--- config.mk ---
export PLATFORM = sky130hd
export DESIGN_NAME = dmem_bridge
export DESIGN_NICKNAME = d
export VERILOG_FILES = /design/src/rtl/dmem_bridge_pkg.sv /design/src/rtl/load_align.sv /design/src/rtl/dmem_bridge.sv
export SDC_FILE = /design/constraint.sdc
export NUM_CORES = 1
export LEC_CHECK = 0
export ABC_AREA = 1
export BUFFER_PORTS_ARGS = -buffer_cell sky130_fd_sc_hd__buf_2
export CORE_MARGIN = 8
export CORE_UTILIZATION = 49
export CTS_CLUSTER_SIZE = 8
export DETAILED_ROUTE_END_ITERATION = 6
export HOLD_SLACK_MARGIN = 0.08
export PLACE_DENSITY = 0.85
export SETUP_SLACK_MARGIN = 0.15
export SYNTH_ARGS = -nofsm -noshare
export SYNTH_HDL_FRONTEND = slang
export SYNTH_SLANG_ARGS = --single-unit
--- constraint.sdc ---
create_clock -name I_clk -period 2.4 [get_ports I_clk]
set_input_delay 0.12 -clock I_clk [delete_from_list [all_inputs] [get_ports I_clk]]
set_output_delay 0.12 -clock I_clk [all_outputs]
set_load 0.1 [all_outputs]
--- src/rtl/dmem_bridge_pkg.sv ---
// dmem_bridge_pkg: shared types and constants for the data-memory bridge.
// Holds the FSM encoding, RISC-V load/store funct3 codes and timeout default.
package dmem_bridge_pkg;

  typedef enum logic [1:0] {
    S_IDLE = 2'd0,
    S_REQ  = 2'd1,
    S_RESP = 2'd2,
    S_DONE = 2'd3
  } state_t;

  localparam logic [2:0] F3_LB  = 3'b000;
  localparam logic [2:0] F3_LH  = 3'b001;
  localparam logic [2:0] F3_LW  = 3'b010;
  localparam logic [2:0] F3_LBU = 3'b100;
  localparam logic [2:0] F3_LHU = 3'b101;
  localparam logic [2:0] F3_SB  = 3'b000;
  localparam logic [2:0] F3_SH  = 3'b001;
  localparam logic [2:0] F3_SW  = 3'b010;

  localparam int TIMEOUT_DEF = 255;

  function automatic logic load_f3_ok(input logic [2:0] f3);
    return f3 inside {F3_LB, F3_LH, F3_LW, F3_LBU, F3_LHU};
  endfunction

endpackage

--- src/rtl/load_align.sv ---
// load_align: picks the addressed byte/half of a bus word
// and sign- or zero-extends it according to funct3.
module load_align
  import dmem_bridge_pkg::*;
(
  input  logic [31:0] word,
  input  logic [1:0]  lane,
  input  logic [2:0]  funct3,
  output logic [31:0] data
);

  logic [7:0]  b;
  logic [15:0] h;

  always_comb begin
    b = word[{lane, 3'b000} +: 8];
    h = lane[1] ? word[31:16] : word[15:0];
    unique case (funct3)
      F3_LB:   data = {{24{b[7]}}, b};
      F3_LBU:  data = {24'd0, b};
      F3_LH:   data = {{16{h[15]}}, h};
      F3_LHU:  data = {16'd0, h};
      default: data = word;
    endcase
  end

endmodule

--- src/rtl/dmem_bridge.sv ---
// dmem_bridge: core load/store port onto a req/gnt/rvalid data bus.
// Checks alignment, replicates store lanes, aligns loads, times out stalls.
module dmem_bridge
  import dmem_bridge_pkg::*;
#(
  parameter int TIMEOUT = TIMEOUT_DEF
) (
  input  logic        I_clk,
  input  logic        I_rst_n,
  input  logic [31:0] I_addr,
  input  logic [31:0] I_wdata,
  input  logic [3:0]  I_wmask,
  input  logic [2:0]  I_funct3,
  input  logic        I_rd,
  input  logic        I_we,
  output logic [31:0] O_rdata,
  output logic        O_rdata_valid,
  output logic        O_stall,
  output logic        O_err,
  output logic        O_bus_req,
  output logic        O_bus_we,
  output logic [31:0] O_bus_addr,
  output logic [31:0] O_bus_wdata,
  output logic [3:0]  O_bus_wstrb,
  input  logic        I_bus_gnt,
  input  logic        I_bus_rvalid,
  input  logic [31:0] I_bus_rdata,
  input  logic        I_bus_err
);

  localparam int CW = $clog2(TIMEOUT + 1);

  state_t        state;
  state_t        state_nx;
  logic [CW-1:0] cnt;
  logic [1:0]    lane;
  logic [2:0]    f3;
  logic          is_half;
  logic          is_word;
  logic          bad;
  logic          tmo;
  logic [31:0]   wrep;
  logic [31:0]   aligned;

  always_comb begin
    is_half = I_funct3[1:0] == 2'b01;
    is_word = I_funct3[1:0] == 2'b10;
    bad = (I_rd & I_we)
        | (is_half & I_addr[0])
        | (is_word & (|I_addr[1:0]))
        | (I_rd & ~I_we & ~load_f3_ok(I_funct3));
    tmo = cnt == CW'(TIMEOUT - 1);
  end

  always_comb begin
    unique case (1'b1)
      (I_funct3[1:0] == 2'b00): wrep = {4{I_wdata[7:0]}};
      is_half:                  wrep = {2{I_wdata[15:0]}};
      default:                  wrep = I_wdata;
    endcase
  end

  load_align u_align (
    .word   (I_bus_rdata),
    .lane   (lane),
    .funct3 (f3),
    .data   (aligned)
  );

  always_ff @(posedge I_clk or negedge I_rst_n) begin
    if (!I_rst_n) state <= S_IDLE;
    else          state <= state_nx;
  end

  always_comb begin
    state_nx = state;
    case (state)
      S_IDLE: begin
        if (I_rd | I_we) state_nx = bad ? S_DONE : S_REQ;
      end
      S_REQ: begin
        if (I_bus_gnt) state_nx = O_bus_we ? S_DONE : S_RESP;
        else if (tmo)  state_nx = S_DONE;
      end
      S_RESP: begin
        if (I_bus_rvalid | tmo) state_nx = S_DONE;
      end
      S_DONE: state_nx = S_IDLE;
    endcase
  end

  always_comb begin
    O_bus_req = state == S_REQ;
    O_stall   = ((state == S_IDLE) & (I_rd | I_we))
              | (state == S_REQ) | (state == S_RESP);
  end

  // Pulses last one cycle: they are set only on the edge entering DONE.
  always_ff @(posedge I_clk or negedge I_rst_n) begin
    if (!I_rst_n) begin
      cnt           <= '0;
      lane          <= '0;
      f3            <= '0;
      O_rdata       <= '0;
      O_rdata_valid <= 1'b0;
      O_err         <= 1'b0;
      O_bus_we      <= 1'b0;
      O_bus_addr    <= '0;
      O_bus_wdata   <= '0;
      O_bus_wstrb   <= '0;
    end else begin
      O_rdata_valid <= 1'b0;
      O_err         <= 1'b0;
      if ((state == S_REQ || state == S_RESP) && state_nx == state)
        cnt <= cnt + CW'(1);
      else
        cnt <= '0;
      case (state)
        S_IDLE: begin
          if ((I_rd | I_we) & ~bad) begin
            O_bus_addr  <= {I_addr[31:2], 2'b00};
            O_bus_wdata <= wrep;
            O_bus_wstrb <= I_wmask;
            O_bus_we    <= I_we;
            lane        <= I_addr[1:0];
            f3          <= I_funct3;
          end else if (I_rd | I_we) begin
            O_err <= 1'b1;
          end
        end
        S_REQ: begin
          if (I_bus_gnt) O_err <= O_bus_we & I_bus_err;
          else if (tmo)  O_err <= 1'b1;
        end
        S_RESP: begin
          if (I_bus_rvalid) begin
            if (I_bus_err) begin
              O_err <= 1'b1;
            end else begin
              O_rdata       <= aligned;
              O_rdata_valid <= 1'b1;
            end
          end else if (tmo) begin
            O_err <= 1'b1;
          end
        end
        default: ;
      endcase
    end
  end

endmodule
==> results.cfg <==
[outcome]
outcome = complete, no violations

[synthesis]
yosysTopAreaCellShare_pct = 52.8
yosysSeqAreaShare_pct = 52.8
synth-seq-cells = 116
netlist_instances = 689
yosys.cell_count.top_type = nand2_1
yosys_warnings = 0
synth-edff-count = 0
netlist_area_mm2 = 0.00550
synthTopCellsByArea = dfrtp_1 (53%), nand2_1 (17%), o21ai_0 (4.5%), inv_1 (4.2%), a21oi_1 (2.9%)
postSynth.asyncResetShare_pct = 100
ys.flop_type = dfrtp_1
synth_top_area_cell = dfrtp_1
avgSynthCellArea_um2 = 7.98
synth_common_cells = nand2_1 (256), dfrtp_1 (116), inv_1 (61)
synth_cell_types = 34

[critical_path]
worstPathRequired_ns = 2.28
cp-end-kind = primary output
cpLargestDelayFamily = buffers and inverters
crit_buf_inv = 2
crit_path_start_kind = flip-flop
worst-setup-path-type = reg -> out
timing.critical_path.cells = inv_1 -> ha_1 -> nor2_1 -> nand2_1 -> buf_2
worstPathMaxFanout = 6
r2r_cells = 8
cp.arrival_ns = 1.98
slowest_stage = buf_2
critical_path_depth = 5
critical_path.max_stage_delay_ns = 0.43

[timing]
rsz0062_at_grt = false
slew_headroom_pct = 59.6
tns_ns = 0
setup_violations = 0
max_freq_mhz = 477
skew_ns = 0.0108
finalCritPeriodShare_pct = 87.4
finalMaxSlewViolations = 0
fin_crit_ns = 2.10
tightest_slew_ns = 0.606
hold_viol = 0

[global_route]
antenna_found_initial = 0
grt_pass1_wl_um = 32200
grt_usage_pct = 27.2
grt_max_degree = 68
grt_pass1_vias = 6407
overflow = 0

[floorplan]
coreArea_mm2 = 0.0109
dieHeight_um = 122
placementRows = 38
ioPinCount = 215
start_util_pct = 50.5
die_w_um = 122
dieArea_mm2 = 0.0149

[job]
max_cap_violations = 0

[clocking]
cts_made_buffers = 17
cts.sinks = 116
cts_buffer_depth = 2
cts_root_buffer = clkbuf_8
htree_levels = 4
cts_tree = done
clk_latency_ns = 0.51
clk_pin_slew_worst_paths_ns = 0.06

[finish]
fillers = 713
layout-drive-gt1-share_pct = 26.0
nets = 1127
num_antenna_cells = 0
final_util_pct = 76.8
synthToLayoutAreaGrowth_pct = 52.2
finalInstanceArea_mm2 = 0.00837

[detailed_routing]
drt_iter0_markers = 736
ant_nets = 0
first_pass_iters = 6
vias = 6058
vias_per_cell = 5.21
wl_per_cell_um = 17.0
wirelength_um = 19800
drc_errors = 0

[placement]
io_buffers = 212
placed_area_mm2 = 0.00664
dpl.hpwl_um = 12300
gp_congestion = 0.925

[worst_hold_path]
hold_depth = 4
hp-class = in -> reg
==> per-layer routing <==
| layer | GRT usage [%] | vias to the layer above | wire length (µm) |
|---|---|---|---|
| li1 | - | 2837 | - |
| met1 | 30.0 | 2823 | 7350 |
| met2 | 46.5 | 325 | 9960 |
| met3 | 7.87 | 73 | 1640 |
| met4 | 14.5 | 0 | 854 |
| met5 | 0 | - | 0 |
==> final timing paths <==
kind | to | start | slack (ns)
min in group asynchronous | O_bus_wstrb[2]$_DFFE_PN0P_ | I_rst_n | 0.17
min | O_rdata_valid$_DFF_PN0_ | I_bus_rvalid | 0.10
max | O_stall | state[0]$_DFF_PN0_ | 0.30
min reg2reg | O_bus_addr[20]$_DFFE_PN0P_ | O_bus_addr[20]$_DFFE_PN0P_ | 0.47
max in group asynchronous | O_bus_addr[10]$_DFFE_PN0P_ | I_rst_n | 1.45
max reg2reg | O_rdata[20]$_DFFE_PN0P_ | state[0]$_DFF_PN0_ | 0.32
==> cell families after synthesis <==
group | after synthesis | synth area share, %
flops | 116 | 52.8
other cells | 1 | 0.0682
compound gates | 142 | 14.0
fa+ha+maj | 7 | 1.59
xor+xnor | 5 | 0.797
buf+inv | 101 | 7.92
simple gates | 317 | 22.7
==> sequential cells by signal, indices dropped and copies added, names as in the netlist <==
signal,flops
state,2
cnt,8
O_bus_we,1
f3,3
O_bus_wdata,32
O_err,1
O_rdata,32
O_rdata_valid,1
O_bus_addr,30
lane,2
O_bus_wstrb,4
==> through the flow <==
step / setup slack, ns / std cells / hold WS, ns
final: 0.303 / 1163 / 0.104
after global routing: 0.177 / 1163 / 0.0985
after CTS: 0.284 / 1163 / 0.0834
after detailed placement: 0.385 / 1017 / 0.156
after global placement: 0.511 / 1017 / 0.157
after floorplan: 0.393 / 690 / -0.176
==> final cells by class <==
| cell class | count | area (µm²) | share of cell area, % |
|---|---|---|---|
| inverters | 67 | 251 | 3.01 |
| repair buffers | 335 | 2280 | 27.3 |
| multi-input cells | 473 | 2170 | 25.9 |
| clock buffers | 18 | 428 | 5.12 |
| clock inverters | 14 | 154 | 1.84 |
| well taps | 140 | 175 | 2.09 |
| flip-flops and latches | 116 | 2900 | 34.7 |
==> cells in the final DEF, fill, tap and decap left out, drive strengths merged <==
cell         netlist  routed
nand2            258     258
buf               16     221
dfrtp            116     116
dlygate4sd3        0     114
o21ai             79      79
inv               67      70
nor2              36      36
a21oi             32      32
nand3             19      19
clkbuf            18      18
o22ai             16      16
ha                 7       7
o211ai             6       6
clkinvlp           0       5
clkinv             0       4
xor2               3       3
nor3               3       3
xnor2              2       2
conb               1       2
bufinv             0       2
o21a               1       1
nand4              1       1
a21o               1       1
a31o               1       1
a221oi             1       1
o21bai             1       1
a22oi              1       1
a31oi              1       1
o311ai             1       1
o221ai             1       1
==> worst reg2reg max path, cell delays in order, from the launching register on <==
cell	delay [ns]
dfrtp_1	0.42
inv_1	0.19
ha_1	0.26
inv_2	0.08
nor3_4	0.21
buf_4	0.36
o21ai_0	0.17
o22ai_1	0.20
inv_1	0.07
==> timing repair <==
item,4_1_cts,5_1_grt
hold endpoints to repair,156,0
hold buffers,114,0
setup buffers,0,0
resized for setup,0,0
Power is not shown: default switching activity piles up to over one toggle a cycle in this logic, so the estimate is an artifact.
